[config.mk]
export PLATFORM = sky130hd
export DESIGN_NAME = cfg_bus_master
export DESIGN_NICKNAME = d
export VERILOG_FILES = /design/src/rtl/cfg_bus_pkg.sv /design/src/rtl/cfg_bus_master_byte_ser.sv /design/src/rtl/cfg_bus_master.sv
export SDC_FILE = /design/constraint.sdc
export NUM_CORES = 1
export LEC_CHECK = 0
export CORE_ASPECT_RATIO = 1.1
export CORE_MARGIN = 1.5
export CORE_UTILIZATION = 48
export CTS_CLUSTER_SIZE = 24
export DETAILED_ROUTE_END_ITERATION = 10
export PLACE_DENSITY_LB_ADDON = 0.25
export SLEW_MARGIN = 20
export SYNTH_ARGS = -nofsm -noshare
export SYNTH_HDL_FRONTEND = slang
export SYNTH_HIERARCHICAL = 1
export SYNTH_SLANG_ARGS = --single-unit
[constraint.sdc]
create_clock -name clk -period 2.1 [get_ports clk]
set_input_delay 0.63 -clock clk [delete_from_list [all_inputs] [get_ports clk]]
set_output_delay 0.63 -clock clk [all_outputs]
set_load 0.01 [all_outputs]
[src/rtl/cfg_bus_pkg.sv]
// Shared constants, FSM state encoding and helpers for the config-bus master.
package cfg_bus_pkg;

  localparam logic [7:0] CMD_WR   = 8'hA5;
  localparam logic [7:0] CMD_RD   = 8'h5A;
  localparam logic [7:0] RSP_WACK = 8'hAC;
  localparam logic [7:0] RSP_OK   = 8'h00;
  localparam logic [7:0] RSP_TMO  = 8'hEE;

  // Width of the per-field byte counters (supports fields up to 255 bytes).
  localparam int CNT_W = 8;

  typedef enum logic [3:0] {
    ST_IDLE   = 4'd0,
    ST_ADDR   = 4'd1,
    ST_WDATA  = 4'd2,
    ST_WRITE  = 4'd3,
    ST_WACK   = 4'd4,
    ST_RDREQ  = 4'd5,
    ST_RDWAIT = 4'd6,
    ST_RSTAT  = 4'd7,
    ST_RDATA  = 4'd8
  } state_e;

  // States in which the parser accepts host bytes.
  function automatic logic is_rx_state(input state_e s);
    logic r;
    case (s)
      ST_IDLE, ST_ADDR, ST_WDATA: r = 1'b1;
      default:                    r = 1'b0;
    endcase
    return r;
  endfunction

endpackage

[src/rtl/cfg_bus_master_byte_ser.sv]
// Word-to-byte serializer: loads a word and emits it MSB byte first over
// valid/ready, pulsing done on the handshake of the final byte.
module cfg_byte_ser
  import cfg_bus_pkg::*;
#(
  parameter int DATA_WIDTH = 32
) (
  input  logic                  clk,
  input  logic                  rstn,
  input  logic                  load,
  input  logic [DATA_WIDTH-1:0] word,
  output logic                  tx_vld,
  output logic [7:0]            tx_data,
  input  logic                  tx_rdy,
  output logic                  done
);

  localparam int NB = DATA_WIDTH / 8;

  logic [DATA_WIDTH-1:0] word_q, word_d;
  logic [CNT_W-1:0]      cnt_q, cnt_d;
  logic                  vld_q, vld_d;

  // Load a new word, or shift out one byte per completed handshake.
  always_comb begin
    word_d = word_q;
    cnt_d  = cnt_q;
    vld_d  = vld_q;
    if (load) begin
      word_d = word;
      cnt_d  = CNT_W'(NB - 1);
      vld_d  = 1'b1;
    end else if (vld_q && tx_rdy) begin
      word_d = word_q << 8;
      if (cnt_q == CNT_W'(0)) begin
        vld_d = 1'b0;
      end else begin
        cnt_d = cnt_q - CNT_W'(1);
      end
    end else begin
      vld_d = vld_q;
    end
  end

  // Serializer state registers with synchronous active-low reset.
  always_ff @(posedge clk) begin
    if (!rstn) begin
      word_q <= '0;
      cnt_q  <= '0;
      vld_q  <= 1'b0;
    end else begin
      word_q <= word_d;
      cnt_q  <= cnt_d;
      vld_q  <= vld_d;
    end
  end

  assign tx_vld  = vld_q;
  assign tx_data = word_q[DATA_WIDTH-1 -: 8];
  assign done    = vld_q & tx_rdy & (cnt_q == CNT_W'(0));

endmodule

[src/rtl/cfg_bus_master.sv]
// Host byte-stream command parser driving the config write bus and the
// read-back request bus, answering with an ack byte or status plus data.
module cfg_bus_master
  import cfg_bus_pkg::*;
#(
  parameter int REG_ADDR_WIDTH = 32,
  parameter int REG_DATA_WIDTH = 32,
  parameter int RD_TIMEOUT     = 256
) (
  input  logic                      clk,
  input  logic                      rstn,
  input  logic                      rx_vld,
  input  logic [7:0]                rx_data,
  output logic                      rx_rdy,
  output logic                      tx_vld,
  output logic [7:0]                tx_data,
  input  logic                      tx_rdy,
  output logic                      cfg_vld,
  output logic [REG_ADDR_WIDTH-1:0] cfg_addr,
  output logic [REG_DATA_WIDTH-1:0] cfg_data,
  output logic                      rd_req,
  input  logic                      rd_vld,
  input  logic [REG_DATA_WIDTH-1:0] rd_data,
  output logic                      err
);

  localparam int NA   = REG_ADDR_WIDTH / 8;
  localparam int ND   = REG_DATA_WIDTH / 8;
  localparam int TW   = $clog2(RD_TIMEOUT + 1);

  state_e                    state_q, state_d;
  logic                      op_wr_q, op_wr_d;
  logic [CNT_W-1:0]          byte_cnt_q, byte_cnt_d;
  logic [TW-1:0]             tmo_cnt_q, tmo_cnt_d;
  logic [REG_ADDR_WIDTH-1:0] addr_q, addr_d;
  logic [REG_DATA_WIDTH-1:0] data_q, data_d;
  logic [REG_DATA_WIDTH-1:0] rdat_q, rdat_d;
  logic [7:0]                status_q, status_d;
  logic                      err_q, err_d;
  logic                      rx_rdy_q, rx_rdy_d;
  logic                      tx_vld_q, tx_vld_d;
  logic [7:0]                tx_data_q, tx_data_d;
  logic                      cfg_vld_q, cfg_vld_d;
  logic                      rd_req_q, rd_req_d;

  logic       rx_fire;
  logic       tx_fire;
  logic       ser_load;
  logic       ser_vld;
  logic [7:0] ser_data;
  logic       ser_done;

  assign rx_fire = rx_vld & rx_rdy_q;
  assign tx_fire = tx_vld_q & tx_rdy;

  // Next-state and datapath: frame parsing, read wait/timeout, responses.
  always_comb begin
    state_d    = state_q;
    op_wr_d    = op_wr_q;
    byte_cnt_d = byte_cnt_q;
    tmo_cnt_d  = tmo_cnt_q;
    addr_d     = addr_q;
    data_d     = data_q;
    rdat_d     = rdat_q;
    status_d   = status_q;
    err_d      = 1'b0;
    ser_load   = 1'b0;
    case (state_q)
      ST_IDLE: begin
        if (rx_fire) begin
          byte_cnt_d = '0;
          if (rx_data == CMD_WR) begin
            op_wr_d = 1'b1;
            state_d = ST_ADDR;
          end else if (rx_data == CMD_RD) begin
            op_wr_d = 1'b0;
            state_d = ST_ADDR;
          end else begin
            err_d = 1'b1;
          end
        end else begin
          state_d = ST_IDLE;
        end
      end
      ST_ADDR: begin
        if (rx_fire) begin
          addr_d = (addr_q << 8) | REG_ADDR_WIDTH'(rx_data);
          if (byte_cnt_q == CNT_W'(NA - 1)) begin
            byte_cnt_d = '0;
            state_d    = op_wr_q ? ST_WDATA : ST_RDREQ;
          end else begin
            byte_cnt_d = byte_cnt_q + CNT_W'(1);
          end
        end else begin
          state_d = ST_ADDR;
        end
      end
      ST_WDATA: begin
        if (rx_fire) begin
          data_d = (data_q << 8) | REG_DATA_WIDTH'(rx_data);
          if (byte_cnt_q == CNT_W'(ND - 1)) begin
            byte_cnt_d = '0;
            state_d    = ST_WRITE;
          end else begin
            byte_cnt_d = byte_cnt_q + CNT_W'(1);
          end
        end else begin
          state_d = ST_WDATA;
        end
      end
      ST_WRITE: state_d = ST_WACK;
      ST_WACK: begin
        if (tx_fire) begin
          state_d = ST_IDLE;
        end else begin
          state_d = ST_WACK;
        end
      end
      ST_RDREQ: begin
        tmo_cnt_d = '0;
        state_d   = ST_RDWAIT;
      end
      ST_RDWAIT: begin
        // rd_vld wins even on the cycle the timeout limit is reached.
        if (rd_vld) begin
          rdat_d   = rd_data;
          status_d = RSP_OK;
          state_d  = ST_RSTAT;
        end else if (tmo_cnt_q == TW'(RD_TIMEOUT - 1)) begin
          err_d    = 1'b1;
          status_d = RSP_TMO;
          state_d  = ST_RSTAT;
        end else begin
          tmo_cnt_d = tmo_cnt_q + TW'(1);
        end
      end
      ST_RSTAT: begin
        if (tx_fire) begin
          if (status_q == RSP_OK) begin
            ser_load = 1'b1;
            state_d  = ST_RDATA;
          end else begin
            state_d = ST_IDLE;
          end
        end else begin
          state_d = ST_RSTAT;
        end
      end
      ST_RDATA: begin
        if (ser_done) begin
          state_d = ST_IDLE;
        end else begin
          state_d = ST_RDATA;
        end
      end
      default: state_d = ST_IDLE;
    endcase
  end

  // Output decode from the next state so every output leaves a flop.
  always_comb begin
    rx_rdy_d  = is_rx_state(state_d);
    cfg_vld_d = (state_d == ST_WRITE);
    rd_req_d  = (state_d == ST_RDREQ);
    case (state_d)
      ST_WACK: begin
        tx_vld_d  = 1'b1;
        tx_data_d = RSP_WACK;
      end
      ST_RSTAT: begin
        tx_vld_d  = 1'b1;
        tx_data_d = status_d;
      end
      default: begin
        tx_vld_d  = 1'b0;
        tx_data_d = 8'h00;
      end
    endcase
  end

  // State and output registers with synchronous active-low reset.
  always_ff @(posedge clk) begin
    if (!rstn) begin
      state_q    <= ST_IDLE;
      op_wr_q    <= 1'b0;
      byte_cnt_q <= '0;
      tmo_cnt_q  <= '0;
      addr_q     <= '0;
      data_q     <= '0;
      rdat_q     <= '0;
      status_q   <= 8'h00;
      err_q      <= 1'b0;
      rx_rdy_q   <= 1'b0;
      tx_vld_q   <= 1'b0;
      tx_data_q  <= 8'h00;
      cfg_vld_q  <= 1'b0;
      rd_req_q   <= 1'b0;
    end else begin
      state_q    <= state_d;
      op_wr_q    <= op_wr_d;
      byte_cnt_q <= byte_cnt_d;
      tmo_cnt_q  <= tmo_cnt_d;
      addr_q     <= addr_d;
      data_q     <= data_d;
      rdat_q     <= rdat_d;
      status_q   <= status_d;
      err_q      <= err_d;
      rx_rdy_q   <= rx_rdy_d;
      tx_vld_q   <= tx_vld_d;
      tx_data_q  <= tx_data_d;
      cfg_vld_q  <= cfg_vld_d;
      rd_req_q   <= rd_req_d;
    end
  end

  cfg_byte_ser #(
    .DATA_WIDTH(REG_DATA_WIDTH)
  ) u_ser (
    .clk    (clk),
    .rstn   (rstn),
    .load   (ser_load),
    .word   (rdat_q),
    .tx_vld (ser_vld),
    .tx_data(ser_data),
    .tx_rdy (tx_rdy),
    .done   (ser_done)
  );

  // The ack/status flops and the serializer are never valid together.
  assign tx_vld   = tx_vld_q | ser_vld;
  assign tx_data  = ser_vld ? ser_data : tx_data_q;
  assign rx_rdy   = rx_rdy_q;
  assign cfg_vld  = cfg_vld_q;
  assign cfg_addr = addr_q;
  assign cfg_data = data_q;
  assign rd_req   = rd_req_q;
  assign err      = err_q;

endmodule

# Word-level counts from Yosys, hierarchy flattened
# Index checks and enable logic that the tools add are counted.
# word_totals
in_bits	45
reg_bits	180
output_inout_bits	77
word_cells	124
# classes
mux	48
n_bitwise	9
n_reduce_logical	23
n_eq_ne	23
n_addsub	3
# op_table
operator	n
two-way mux 32 bit	2
OR 32 x 8 -> 32 bit	2
two-way mux 8 bit	7
two-way mux 4 bit	12
case mux 4 bit (9 select lines)	1
case mux 8 bit (2 select lines)	2
equality test 4 x 3 -> 1 bit (second input constant)	7
two-way mux 9 bit	2
case mux 9 bit (2 select lines)	1
equality test 4 x 2 -> 1 bit (second input constant)	4
logical NOT 8 bit	2
two-way mux 1 bit	15
AND reduction 2 bit	6
nonzero test 2 bit	5
adder 9 x 1 -> 9 bit (second input constant)	1
equality test 9 x 8 -> 1 bit (second input constant)	1
AND reduction 3 bit	3
adder 8 x 1 -> 8 bit (second input constant)	1
equality test 4 x 1 -> 1 bit (second input constant)	2
equality test 8 x 2 -> 1 bit (second input constant)	1
equality test 8 x 7 -> 1 bit (second input constant)	1
equality test 8 bit (second input constant)	1
logical NOT 4 bit	2
!= test 2 bit (second input constant)	4
12 further kinds	21

# Longest topological paths before layout
# Gate-level depths: netlist of the first run.
# depth
depth_word	8
depth_mapped	9
ltp_nobuf	9

# Modules after synthesis
# The synthesis of the first run kept the hierarchy.
# by_module_without_submodules
module	cells_per_inst	area_each_um2	seq_area_each_um2	n_inst
cfg_bus_master	660	5561.6	2782.7	1
cfg_byte_ser	232	2003.2	820.8	1

# Worst setup path after synthesis of the first run
# OpenSTA, ideal clock, no wires.
# synth_timing
path_kind	reg2reg
startpoint	reg status_q[2]
endpoint	reg u_ser.word_q[10]
period_less_slack_ns	2.277
n_path_buf	2
slack_ns	-0.177
setup_time_ns	0.115
t_required_ns	1.985
arrival_ns	2.162
stages_incl_launch_ff	7
cell_sequence	dfxtp_1 or4_1 nor4_1 clkbuf_1 clkbuf_1 o21ai_0 and2_1
# synth_via
elab_chain_cells	5
elab_cells_between_ends	6
cone_classes	mux (4); reduce/logical (2)
# synth_lines
element	line	text
start: declaration	cfg_bus_master.sv:38	logic [7:0] status_q, status_d;
start signal: assignment	cfg_bus_master.sv:206	status_q <= status_d;
logical NOT 8 bit *	cfg_bus_master.sv:139	if (status_q == RSP_OK) begin
two-way mux 1 bit *	cfg_bus_master.sv:139	
two-way mux 1 bit *	cfg_bus_master.sv:138	if (tx_fire) begin
two-way mux 1 bit *	cfg_bus_master.sv:68	case (state_q)
named net ser_load	cfg_bus_master.sv:48	logic ser_load;
two-way mux 32 bit / nonzero test 2 bit (equally long branches)	--	
end signal: assignment	cfg_bus_master_byte_ser.sv:52	word_q <= word_d;
end: declaration	cfg_bus_master_byte_ser.sv:20	logic [DATA_WIDTH-1:0] word_q, word_d;
# The timed path passes the listed nets; every way through them passes the cells marked *.
# A chain may end at the register's enable or synchronous reset.

# Final worst setup path of the first run
# layout_timing
startpoint	reg byte_cnt_q[1]
endpoint	reg state_q[1]
# layout_via
elab_chain_cells	4
elab_cells_between_ends	6
cone_classes	eq/ne (1); mux (5)
# layout_lines
element	line	text
start: declaration	cfg_bus_master.sv:33	logic [CNT_W-1:0] byte_cnt_q, byte_cnt_d;
start signal: assignment	cfg_bus_master.sv:201	byte_cnt_q <= byte_cnt_d;
equality test 8 x 2 -> 1 bit *	cfg_bus_master.sv:88, cfg_bus_master.sv:101	
two-way mux 4 bit (on tied branches)	cfg_bus_master.sv:101, cfg_bus_master.sv:88	
two-way mux 4 bit (on tied branches)	cfg_bus_master.sv:99, cfg_bus_master.sv:86	
case mux 4 bit (9 select lines) *	cfg_bus_master.sv:68	
end signal: assignment	cfg_bus_master.sv:199	state_q <= state_d;
end: declaration	cfg_bus_master.sv:31	state_e state_q, state_d;
# Every way passes the cells marked *; elsewhere a longest branch is shown, timed or not.

==> run summary, run 1 <==
## Status
• complete, no violations — result of the run

## Synthesis
• 0.007565 sq mm — post-synth design cell area
• 8.481 sq um — Synth Area per Inst
• 0% — fraction of registers with async set/reset
• 47.63% — post-synthesis sequential area ratio
• 6 — number of warnings issued by yosys
• 941 — synthesized net count
• 180 — #FFs+latches synth
• 57 — count of distinct cell types in the synthesized netlist
• 0 — number of enable-type register cells in the synthesized netlist
• 892 — Syn Inst Count
• dfxtp_1 — dominant register cell in the synthesized netlist

## Timing
• 0 — Final Max Slew Viols
• 62.90% — Max transition margin
• 0 — number of failing setup endpoints in the final timing report
• 0.008875 ns — worst clock skew on the final layout
• 98.57% — period utilisation layout
• 483.1 MHz — Max Clock Freq
• 0 — count of endpoints failing hold in the final timing report
• 0.5507 ns — transition at the pin with the smallest max-transition slack
• yes — RSZ-0062 raised after global routing
• 0.02998 ns — worst-case setup margin in the final layout
• 2.070 ns — Tmin final

## Clocking
• 0.43 ns — worst-skew pair later-pin latency
• 180 — Sinks on Clock Net
• 2 — Max clock buf depth
• clkbuf_16 — root buffer cell
• 0 — count of hold buffers inserted by post-cts repair
• 0.07 ns — Clock transition at path regs
• 17 — total CTS buffers
• 4 — H-tree depth
• built — TritonCTS clock tree

## Job
• 0 — max cap viols

## Floorplan
• 49.67% — initial cell density of the core
• 122.7 microns — horizontal extent of the die
• 0.01523 sq mm — core area
• 134.7 microns — die outline height
• 0.01652 sq mm — die outline area
• 122 — top-level I/O count
• 47 — Cell Rows

## GRT
• 45 — pin count of the biggest net entering global routing
• 6,072 — number of global-route vias before repair
• 21.55% — overall fraction of global-route tracks in use
• 28,540 microns — global-route wire length before repair
• 0 — gr ovfl total
• 0 — antenna violations before repair

## Worst hold path
• cfg_data[24]$_SDFFE_PN0P_ — worst hold path startpoint
• 2 — instance count along the most critical hold path
• cfg_data[24]$_SDFFE_PN0P_ — endpoint with the worst hold slack
• reg2reg — class of the most critical hold timing path

## Routing
• 17,370 microns — wirelength, routed
• 6,386 — Vias
• 4 — drt pass-1 iters
• 5.088 — via count normalized by instance count
• 369 — drt initial violations
• 0 — DRC violation count after routing
• 13.84 microns — routed length per instance
• 0 — post-route antenna net violation count

## Critical path
• 6 — worst r2r path cells
• 0.03 ns — r2r setup slk
• 2.39 ns — Required @ worst endpoint
• 2.36 ns — data arrival time of the critical path
• simple AND/OR/NAND/NOR gates — largest delay contributor family on the critical path
• byte_cnt_q[1]$_SDFFE_PN0P_ — launching point of the worst reg2reg path
• 4 — maximum fanout along the worst path
• state_q[1]$_SDFF_PN0_ — capture instance of the worst register-to-register path
• ha_4 -> or4b_4 -> or4_4 -> mux2_4 -> a21oi_2 -> nor2_1 — chain of cells forming the critical path
• 0 — WP buf/inv
• reg2reg — critical path type
• flop — CP startpoint kind
• flop — sort of element at the end of the critical path
• or4_4 — standard cell with the maximum stage delay on the critical path
• 0.47 ns — max incr delay on CP

## Placed design
• -0.2645 ns — worst setup slack before clock tree synthesis
• 0.8289 — gpl congestion
• 12,130 microns — Detail Placement HPWL
• 121 — # port buffers

## Cells and area
• 65.92% — Util after Layout
• 32.73% — Area growth, synth to finish
• nand2_1, dfxtp_1, clkdlybuf4s50_1 — commonest cells after routing, fill and taps aside
• nand2_1 — most frequent standard cell in the layout excluding fill and tap cells
• 0 — Diodes inserted
• 14.07% — ratio of cells with drive above 1 in the final layout
• 1,095 — Final nets

## Pwr
• 1.488 mW — net load switching power
• 680.1 mW/mm^2 — power per standard cell area
• 46.6% — share of power burned in the clock network
• 6.828 mW — total power draw
• 0.0005545 V — maximum VDD drop
• 3.3% — combinational group share of total power
• 3.665 nW — Lkg Pwr
• 21.79% — sw frac
• 5.340 mW — cell-internal power
• 50.1% — sequential fraction of design power

sequential cells by signal, indices dropped and copies added (netlist names):
register	count
rx_rdy	1
op_wr_q	1
u_ser/tx_vld	1
rdat_q	32
state_q	4
tx_data_q	8
cfg_vld	1
tx_vld_q	1
cfg_addr	32
tmo_cnt_q	9
u_ser/word_q	32
cfg_data	32
rd_req	1
err	1
status_q	8
byte_cnt_q	8
u_ser/cnt_q	8
cell type report:
class / instances / area [sq um]
Clock buffer: 18 / 429.2
Clock inverter: 14 / 163.9
Fill cell: 1268 / 5190
Inverter: 6 / 22.52
Multi-Input combinational cell: 647 / 3740
Sequential cell: 180 / 3607
Tap cell: 196 / 245.2
Timing Repair Buffer: 194 / 1833
metrics by stage:
stage	cell area (sq um)	cells	TNS, ns	hold slack (ns)
after global placement	9414	1220	-14.68	0.4502
after global routing	10040	1255	-0.1124	0.4806
after floorplan	7572	892	0	0.4435
after CTS	10000	1252	-0.01522	0.4653
after detailed placement	9414	1220	-15.98	0.4555
final	10040	1255	0	0.4612
cells by family after synthesis:
| group | count (synthesis) | share of synthesized area [%] |
|---|---|---|
| buffers and inverters | 65 | 3.771 |
| AND/OR/NAND/NOR | 413 | 24.78 |
| multiplexers | 34 | 4.697 |
| flip-flops | 180 | 47.63 |
| XOR/XNOR | 18 | 2.084 |
| AO/OA/AOI/OAI | 178 | 16.37 |
| adder cells (fa/ha/maj) | 4 | 0.6616 |
worst register-to-register path, cell delays in order (launching register included):
cell,delay (ns)
dfxtp_2,0.36
ha_4,0.13
or4b_4,0.45
or4_4,0.47
mux2_4,0.32
a21oi_2,0.14
nor2_1,0.05
cell usage after synthesis, drive strengths merged (7+ instances only):
master  instances  area share, %
nand2         263             13
dfxtp         180             48
a21boi         97            9.6
nor2           47            2.3
clkbuf         40            2.0
o21ai          40            2.6
and2           38            3.1
mux2i          25            3.3
buf            19            1.5
a21oi          17            1.2
xnor2          12            1.4
nor3           11           0.86
o21a           10           0.99
mux2            9            1.4
nand3           9           0.60
and3            8           0.69
nor2b           7           0.58
worst max-delay path by stage:
stage | from | to | slack [ns] | cells past startpoint
final | byte_cnt_q[1]$_SDFFE_PN0P_ | state_q[1]$_SDFF_PN0_ | 0.03 | 6
after global routing | byte_cnt_q[1]$_SDFFE_PN0P_ | state_q[1]$_SDFF_PN0_ | -0.04 | 6
after CTS | u_ser/tx_vld$_SDFFE_PN0P_ | tx_data[5] | -0.02 | 3
after detailed placement | rx_data[2] | rd_req$_SDFF_PN0_ | -0.26 | 6
after global placement | rd_vld | rd_req$_SDFF_PN0_ | -0.21 | 7
after floorplan | status_q[2]$_SDFF_PN0_ | u_ser/word_q[10]$_SDFFE_PN0P_ | 0.0004 | 6
power groups by stage:
stage               combinational (mW)  clock, mW  sequential, mW
finish                           0.226       3.18            3.42
floorplan                       0.0745          0            3.50
detailed placement               0.225          0            3.50
global placement                 0.224          0            3.50
global route                     0.244       3.38            3.42
CTS                              0.226       3.24            3.42
repair_timing:
action	4_1_cts	5_1_grt
pin swaps	0	1
resized for setup	27	17
buffers inserted	0	3
cloned	0	0
endpoints found under the setup margin	10	30
per-layer routing:
| metal | up-vias | share of wire [%] | routed length [microns] | global-route usage, % |
|---|---|---|---|---|
| li1 | 3276 | - | - | - |
| met1 | 2985 | 46 | 7943 | 26.83 |
| met2 | 116 | 47 | 8121 | 35.22 |
| met3 | 9 | 6.8 | 1183 | 7.686 |
| met4 | 0 | 0.67 | 116 | 5.814 |
| met5 | - | 0 | 0 | 0 |
(Power assumes the default switching activity.)
==> run 2, diff against run 1 <==
CORE_UTILIZATION = 30   (was 48)
==> run summary, run 2 (synthesis results as in run 1) <==
## Status
• complete, no violations — result of the run

## Clocking
• 0.44 ns — worst-skew pair later-pin latency, about the same
• 17 — total CTS buffers, unchanged
• 2 — Max clock buf depth, unchanged
• clkbuf_16 — root buffer cell
• 4 — H-tree depth, unchanged
• built — TritonCTS clock tree
• 0 — count of hold buffers inserted by post-cts repair, unchanged
• 180 — Sinks on Clock Net, unchanged
• 0.07 ns — Clock transition at path regs, about the same

## Critical path
• 0.03 ns — r2r setup slk, about the same
• or4_4 — standard cell with the maximum stage delay on the critical path
• 2.40 ns — Required @ worst endpoint, about the same
• 6 — number of cells on the critical path, unchanged
• 0.48 ns — max incr delay on CP, about the same
• 2.36 ns — data arrival time of the critical path, about the same
• flop — CP startpoint kind
• 6 — worst r2r path cells, unchanged
• byte_cnt_q[0]$_SDFFE_PN0P_ — launching point of the worst reg2reg path
• state_q[1]$_SDFF_PN0_ — capture instance of the worst register-to-register path
• state_q[1]$_SDFF_PN0_ — worst setup path end
• ha_4 -> or4b_4 -> or4_4 -> mux2_4 -> a21oi_2 -> nor2_1 — chain of cells forming the critical path
• reg2reg — critical path type
• 4 — maximum fanout along the worst path, unchanged
• flop — sort of element at the end of the critical path
• simple AND/OR/NAND/NOR gates — largest delay contributor family on the critical path
• byte_cnt_q[0]$_SDFFE_PN0P_ — crit path launch
• 0 — WP buf/inv, unchanged

## Timing
• 0 — Final Max Slew Viols, unchanged
• 0.5676 ns — transition at the pin with the smallest max-transition slack, +0.01692 ns
• 0 — number of failing setup endpoints in the final timing report, unchanged
• 484.0 MHz — Max Clock Freq, +0.18%
• yes — RSZ-0062 raised after global routing
• 61.76% — Max transition margin, -1.1 points
• 0.03380 ns — worst-case setup margin in the final layout, +0.003820 ns
• 98.39% — period utilisation layout, -0.18 points
• 2.066 ns — Tmin final, -0.003820 ns
• 0.01738 ns — worst clock skew on the final layout, +0.008503 ns
• 0 ns — Fin Setup TNS, unchanged
• 0 — count of endpoints failing hold in the final timing report, unchanged
• 0.4603 ns — smallest hold slack, -0.0008300 ns

## Worst hold path
• cfg_data[24]$_SDFFE_PN0P_ — worst hold path startpoint
• reg2reg — class of the most critical hold timing path

## Routing
• 4.587 — via count normalized by instance count, -9.9%
• 273 — drt initial violations, -26%
• 0 — post-route antenna net violation count, unchanged
• 6,256 — Vias, -2.0%
• 18,700 microns — wirelength, routed, +7.7%
• 4 — drt pass-1 iters, unchanged
• 13.71 microns — routed length per instance, -0.90%
• 0 — DRC violation count after routing, unchanged

## Placed design
• -0.2737 ns — worst setup slack before clock tree synthesis, -0.009205 ns
• 0.7616 — gpl congestion, -8.1%
• 121 — # port buffers, unchanged
• 1,330 — dpl cells, +9.0%
• 13,000 microns — Detail Placement HPWL, +7.2%
• 0.009502 sq mm — Post-DP Area, +0.93%

## Floorplan
• 0.02618 sq mm — die outline area, +58%
• 0.02462 sq mm — core area, +62%
• 122 — top-level I/O count, unchanged
• 60 — Cell Rows, +28%
• 169.5 microns — die outline height, +26%
• 154.4 microns — horizontal extent of the die, +26%
• 30.72% — initial cell density of the core, -19 points

## GRT
• 14.62% — overall fraction of global-route tracks in use, -6.9 points
• 30,800 microns — global-route wire length before repair, +7.9%
• 6,097 — number of global-route vias before repair, +0.41%
• 1 — antenna violations before repair, +1
• 44 — pin count of the biggest net entering global routing, -2.2%
• 0 — gr ovfl total, unchanged

## Pwr
• 3.664 nW — Lkg Pwr, about the same
• 0.0004252 V — maximum VDD drop, -23%
• 675.0 mW/mm^2 — power per standard cell area, -0.74%
• 6.864 mW — total power draw, +0.52%

## Cells and area
• 13.66% — ratio of cells with drive above 1 in the final layout, -0.41 points
• 1,090 — Final nets, -0.46%
• 41.30% — Util after Layout, -25 points
• 2,501 — # fillers, +97%
• 34.42% — Area growth, synth to finish
• nand2_1, dfxtp_1, clkdlybuf4s50_1 — commonest cells after routing, fill and taps aside
• 0 — Diodes inserted, unchanged
• nand2_1 — most frequent standard cell in the layout excluding fill and tap cells
• 0.01017 sq mm — post-route cell area, +1.3%
• 1,364 — non-filler instance count after layout, +8.7%

## Job
• 0 — max cap viols, unchanged

==> run 2: cell types whose count changed in the layout (fill, tap and decap cells not counted), sizes merged <==
cell and change:
bufinv -1, clkinvlp -1, clkdlybuf4s50 -1, inv +1
buf -4, clkdlybuf4s15 -1, clkinv +1, dlymetal6s2s +1
==> run 2: area by class of cell <==
cell class	count	area (sq um)	share of cell area, %
multi-input combinational	647	3745	36.83
sequential	180	3610	35.50
timing repair buffer	189	1807	17.77
clock buffer	18	439.2	4.319
tap	310	387.9	3.814
clock inverter	14	157.7	1.550
inverter	6	22.52	0.2215
==> run 2: tightest hold or removal path, delay by kind of cell, from the launching register on <==
family	cells	cell delay [ns]
simple gates	1	0.04
flops	1	0.31
compound gates	1	0.06
==> run 2: worst min path at each step <==
stage | endpoint | slack (ns) | cells past startpoint
6_report | cfg_data[24]$_SDFFE_PN0P_ | 0.46 | 2
2_1_floorplan | rdat_q[17]$_SDFFE_PN0P_ | 0.44 | 2
3_3_place_gp | rdat_q[17]$_SDFFE_PN0P_ | 0.45 | 2
5_1_grt | cfg_addr[24]$_SDFFE_PN0P_ | 0.48 | 2
3_5_place_dp | cfg_addr[30]$_SDFFE_PN0P_ | 0.46 | 2
4_1_cts | cfg_data[24]$_SDFFE_PN0P_ | 0.47 | 2
==> run 2: power breakdown <==
| part | leakage, nW | internal [mW] | switching [mW] |
|---|---|---|---|
| logic | 1.92 | 0.135 | 0.0890 |
| registers | 1.45 | 3.41 | 0.00313 |
| clock network | 0.296 | 1.73 | 1.50 |
| total | 3.66 | 5.28 | 1.59 |
==> run 2: per-layer routing <==
layer | vias to the layer above | track usage [%] | wire length (microns)
met2 | 116 | 22.50 | 8132
li1 | 3259 | - | -
met4 | 0 | 4.013 | 175
met1 | 2867 | 19.21 | 9079
met5 | - | 0 | 0
met3 | 14 | 5.388 | 1315
==> run 2: timing repair <==
action	4_1_cts	5_1_grt
pin swaps	0	2
resized for setup	35	19
buffers inserted	1	1
endpoints found under the setup margin	9	13
gates cloned	0	1
==> run 3, diff against run 2 <==
HOLD_SLACK_MARGIN = 0.1   (was not set)
PLACE_DENSITY_LB_ADDON = not set   (was 0.25)
==> run summary, run 3 (synthesis results as in run 1) <==
## Status
• complete, no violations — result of the run

## Floorplan
• 122 — top-level I/O count, unchanged
• 154.4 microns — horizontal extent of the die, unchanged
• 0.02462 sq mm — core area, unchanged
• 60 — Cell Rows, unchanged
• 169.5 microns — die outline height, unchanged
• 30.72% — initial cell density of the core, unchanged
• 0.02618 sq mm — die outline area, unchanged

## Cells and area
• 35.86% — Area growth, synth to finish
• 2,491 — # fillers, -0.40%
• 1,098 — Final nets, +0.73%
• nand2_1, dfxtp_1, clkdlybuf4s50_1 — commonest cells after routing, fill and taps aside
• nand2_1 — most frequent standard cell in the layout excluding fill and tap cells
• 1,374 — non-filler instance count after layout, +0.73%
• 14.50% — ratio of cells with drive above 1 in the final layout, +0.84 points

## Timing
• 0 — number of failing setup endpoints in the final timing report, unchanged
• 0 — count of endpoints failing hold in the final timing report, unchanged
• 0 — Final Max Slew Viols, unchanged
• 0.01456 ns — worst clock skew on the final layout, -0.002815 ns
• 2.055 ns — Tmin final, -0.01107 ns
• 61.22% — Max transition margin, -0.54 points
• 97.86% — period utilisation layout, -0.53 points
• no — RSZ-0062 raised after global routing
• 486.6 MHz — Max Clock Freq, +0.54%
• 0.4657 ns — smallest hold slack, +0.005394 ns
• 0.5756 ns — transition at the pin with the smallest max-transition slack, +0.008011 ns
• 0 ns — Fin Setup TNS, unchanged

## Pwr
• 1.655 mW — net load switching power, +4.2%
• 3.712 nW — Lkg Pwr, +1.3%
• 48.5% — sequential fraction of design power, -1.3 points
• 7.044 mW — total power draw, +2.6%
• 5.390 mW — cell-internal power, +2.1%
• 3.2% — combinational group share of total power, about the same
• 685.4 mW/mm^2 — power per standard cell area, +1.5%
• 23.49% — sw frac, +0.36 points
• 48.3% — share of power burned in the clock network, +1.3 points
• 0.0003865 V — maximum VDD drop, -9.1%

## Routing
• 0 — DRC violation count after routing, unchanged
• 5 — drt pass-1 iters, +1
• 6,308 — Vias, +0.83%
• 316 — drt initial violations, +16%
• 4.591 — via count normalized by instance count, about the same
• 18,950 microns — wirelength, routed, +1.3%
• 13.79 microns — routed length per instance, +0.57%
• 0 — post-route antenna net violation count, unchanged

## Placed design
• 1,339 — dpl cells, +0.68%
• 121 — # port buffers, unchanged
• 13,080 microns — Detail Placement HPWL, +0.57%
• 0.7797 — gpl congestion, +2.4%

## Clocking
• 17 — total CTS buffers, unchanged
• 180 — Sinks on Clock Net, unchanged
• built — TritonCTS clock tree
• 4 — H-tree depth, unchanged
• clkbuf_16 — root buffer cell
• 0.44 ns — worst-skew pair later-pin latency, about the same
• 2 — Max clock buf depth, unchanged
• 0.08 ns — Clock transition at path regs, about the same

## Critical path
• reg2reg — critical path type
• 2.36 ns — data arrival time of the critical path, about the same
• 2.41 ns — Required @ worst endpoint, about the same
• flop — sort of element at the end of the critical path
• flop — CP startpoint kind
• 4 — maximum fanout along the worst path, unchanged

## GRT
• 3 — antenna violations before repair, +2
• 31,510 microns — global-route wire length before repair, +2.3%
• 61 — pin count of the biggest net entering global routing, +39%
• 14.93% — overall fraction of global-route tracks in use, +0.31 points
• 0 — gr ovfl total, unchanged
• 6,220 — number of global-route vias before repair, +2.0%

## Worst hold path
• reg2reg — class of the most critical hold timing path

## Job
• 0 — max cap viols, unchanged

run 3: cell types whose count changed in the layout (fill, tap and decap cells not counted), moves of 2 or more:
cell,change
buf_12,+3
buf_2,+4
buf_4,+6
buf_6,-4
clkinv_4,-2
clkinv_8,+4
diode_2,+2
inv_8,-2
mux2_2,+4
mux2_4,-4
run 3: critical path: stages, from the launching register on:
cell,delay [ns]
dfxtp_2,0.36
ha_4,0.14
or4b_4,0.47
or4_4,0.48
mux2_4,0.32
a21oi_2,0.12
nor2_1,0.04
run 3: layer usage:
layer,GRT usage (%),part of all wire (%)
met1,19.59,49
met3,5.669,6.9
met5,0,0
met2,22.74,44
met4,4.390,0.96
run 3: layout make-up:
class / count / area, sq um / area share [%]
timing repair buffer: 197 / 1867 / 18.16
sequential: 180 / 3607 / 35.10
antenna: 2 / 5.005 / 0.04870
tap: 310 / 387.9 / 3.774
inverter: 6 / 22.52 / 0.2191
clock buffer: 17 / 425.4 / 4.139
multi-input combinational: 647 / 3747 / 36.46
clock inverter: 15 / 215.2 / 2.094
run 3: worst paths after layout:
path	start	endpoint	slack, ns	depth (start not counted)
setup reg to reg	byte_cnt_q[0]$_SDFFE_PN0P_	state_q[1]$_SDFF_PN0_	0.04	6
hold reg to reg	rdat_q[11]$_SDFFE_PN0P_	rdat_q[11]$_SDFFE_PN0P_	0.47	2
setup / recovery	byte_cnt_q[0]$_SDFFE_PN0P_	state_q[1]$_SDFF_PN0_	0.04	6
hold / removal	rdat_q[11]$_SDFFE_PN0P_	rdat_q[11]$_SDFFE_PN0P_	0.47	2
run 3: power by group through the flow:
stage               Sequential [mW]  Combinational, mW  Clock (mW)
floorplan                      3.50             0.0745           0
global placement               3.50              0.231           0
detailed placement             3.50              0.230           0
CTS                            3.42              0.232        3.49
global route                   3.42              0.248        3.64
finish                         3.42              0.229        3.40
run 3: stage by stage:
stage | setup WS (ns) | cell area [sq um] | util [%]
floorplan | 0.0003864 | 7572 | -
global placement | -0.2508 | 9607 | 39.01
detailed placement | -0.3154 | 9607 | 39.01
CTS | 0.01246 | 10210 | 41.46
global route | 0.0005886 | 10270 | 41.72
finish | 0.04487 | 10280 | 41.74
run 3: timing repair:
| action | in CTS | in global routing |
|---|---|---|
| buffers inserted | 0 | 1 |
| hold buffers | 0 | 0 |
| resized for setup | 35 | 13 |
| setup endpoints to repair | 9 | 19 |
| cloned | 0 | 0 |
| pin swaps | 0 | 3 |
==> edit, RTL diff (settings of run 3) <==
`addr_q` no longer has a reset.
--- a/src/rtl/cfg_bus_master.sv
+++ b/src/rtl/cfg_bus_master.sv
@@ -186,5 +186,4 @@
       byte_cnt_q <= '0;
       tmo_cnt_q  <= '0;
-      addr_q     <= '0;
       data_q     <= '0;
       rdat_q     <= '0;
@@ -201,5 +200,4 @@
       byte_cnt_q <= byte_cnt_d;
       tmo_cnt_q  <= tmo_cnt_d;
-      addr_q     <= addr_d;
       data_q     <= data_d;
       rdat_q     <= rdat_d;
@@ -212,4 +210,8 @@
       rd_req_q   <= rd_req_d;
     end
+  end
+
+  always_ff @(posedge clk) begin
+    addr_q <= addr_d;
   end
 
Behaviour: differs if rstn is asserted again (counterexample within 4 cycles, from zero or initial values and one cycle with rstn low); with rstn held inactive, the same outputs for 4 cycles.
==> edit against run 3 <==
  * The flow now finishes with violations (design-rule violations)
  * First-iteration DRC count up 34%
  * Die area down 1.7%
  * Global-route usage down 1.3 points
  * Count of clock-buffer cells in the layout up 4
  * Synthesized cell count down 14%
  * Utilization down 1.3 points
  * Total power down 5.3%
  * Wire length down 8.9%
  * Worst setup slack better by 0.029 ns
  * Area after synthesis down 1.7%
  * Sequential cell count unchanged
  * Clock power down 13%
  * Cell area down 4.1%
  * Combinational power down 9.6%
==> edit: results (changes against run 3) <==
| Metric | Value |
|---|---|
| Status | `finished with violations (was finished, final reports clean)` |
| Failing checks | `design-rule violations` |
| Non-CTS buffers | `177 (was 197)` |
| Reg2reg setup slack | `0.16 ns (was 0.04 ns)` |
| RR Endpoint | `tmo_cnt_q[3]$_SDFFE_PN0P_ (was state_q[1]$_SDFF_PN0_)` |
| Tot GR Track Use | `13.66% (was 14.93%)` |
| Multi-input comb cells | `528 (was 647)` |
| Register area share after synthesis | `52.76% (was 47.63%)` |
| DPL Wire Length | `12,360 microns (was 13,080 microns)` |
| Number of global-route vias before repair | `5,336 (was 6,220)` |
| Critical path peak fanout | `5 (was 4)` |
| Multiplexer share of the synthesized area | `4.727% (was 4.697%)` |
| Final Non-Filler Cells | `1,233 (was 1,374)` |
| Syn_nets | `814 (was 941)` |
| WL met3 | `524 microns (was 1314 microns)` |
| WL met2 | `7992 microns (was 8252 microns)` |
| Number of enable flip-flop cells after synthesis | `32 (was 0)` |
| Synth Area in Compound Gates | `13.76% (was 16.37%)` |
| Util after Layout | `40.42% (was 41.74%)` |
| First-pass GRT wire length | `27,830 microns (was 31,510 microns)` |
| Area contributors post-synth | `dfxtp_1, edfxtp_1, nand2_1, a21boi_1, and2_1 (was dfxtp_1, nand2_1, a21boi_0, mux2i_1, and2_1)` |
| Largest net degree at the start of global routing | `74 (was 61)` |
| Worst Setup SP | `u_ser/tx_vld$_SDFFE_PN0P_ (was byte_cnt_q[0]$_SDFFE_PN0P_)` |
| CLK BUF | `21 (was 17)` |
| Synthesized area per cell | `9.722 sq um (was 8.481 sq um)` |
| CP arrival | `1.40 ns (was 2.36 ns)` |
| CTS clk-pin slew, worst paths | `0.06 ns (was 0.08 ns)` |
| M2 GR Usage | `21.88% (was 22.74%)` |
| Top post-synthesis cells by count | `nand2_1, dfxtp_1, a21boi_1 (was nand2_1, dfxtp_1, a21boi_0)` |
| Pwr Density | `676.8 nW/um^2 (was 685.4 nW/um^2)` |
| Total iterations of the first detailed-routing run | `8 (was 5)` |
| Multi-input combinational area share | `33.22% (was 36.46%)` |
| Drc violations | `8 (was 0)` |
| Fillers | `2,330 (was 2,491)` |
| Share of cells above drive strength 1 | `14.08% (was 14.50%)` |
| Antenna violations before repair | `0 (was 3)` |
| RD Place Congestion | `0.7747 (was 0.7797)` |
-- edit: cell types whose count changed in the layout (fill, tap and decap cells not counted), sizes merged, moves of 4 or more --
| cell | run 3 | this run |
|---|---|---|
| o2bb2ai | 0 | 4 |
| and2 | 38 | 44 |
| a21oi | 17 | 2 |
| edfxtp | 0 | 32 |
| o21ai | 40 | 44 |
| clkbuf | 17 | 21 |
| nor2 | 47 | 29 |
| a21boi | 97 | 68 |
| buf | 85 | 65 |
| nand2 | 263 | 189 |
| dfxtp | 180 | 148 |
-- edit: where the power goes --
part           total, uW  internal (uW)  switching, uW
sequential          3500           3500           2.65
combinational        207            129           78.1
clock               2960           1640           1320
total               6670           5270           1410
-- edit: kinds of logic after synthesis --
family / after synthesis
AND/OR/NAND/NOR: 327
flip-flops: 180
buffers and inverters: 57
multiplexers: 34
XOR/XNOR: 18
AO/OA/AOI/OAI: 144
adder cells (fa/ha/maj): 5
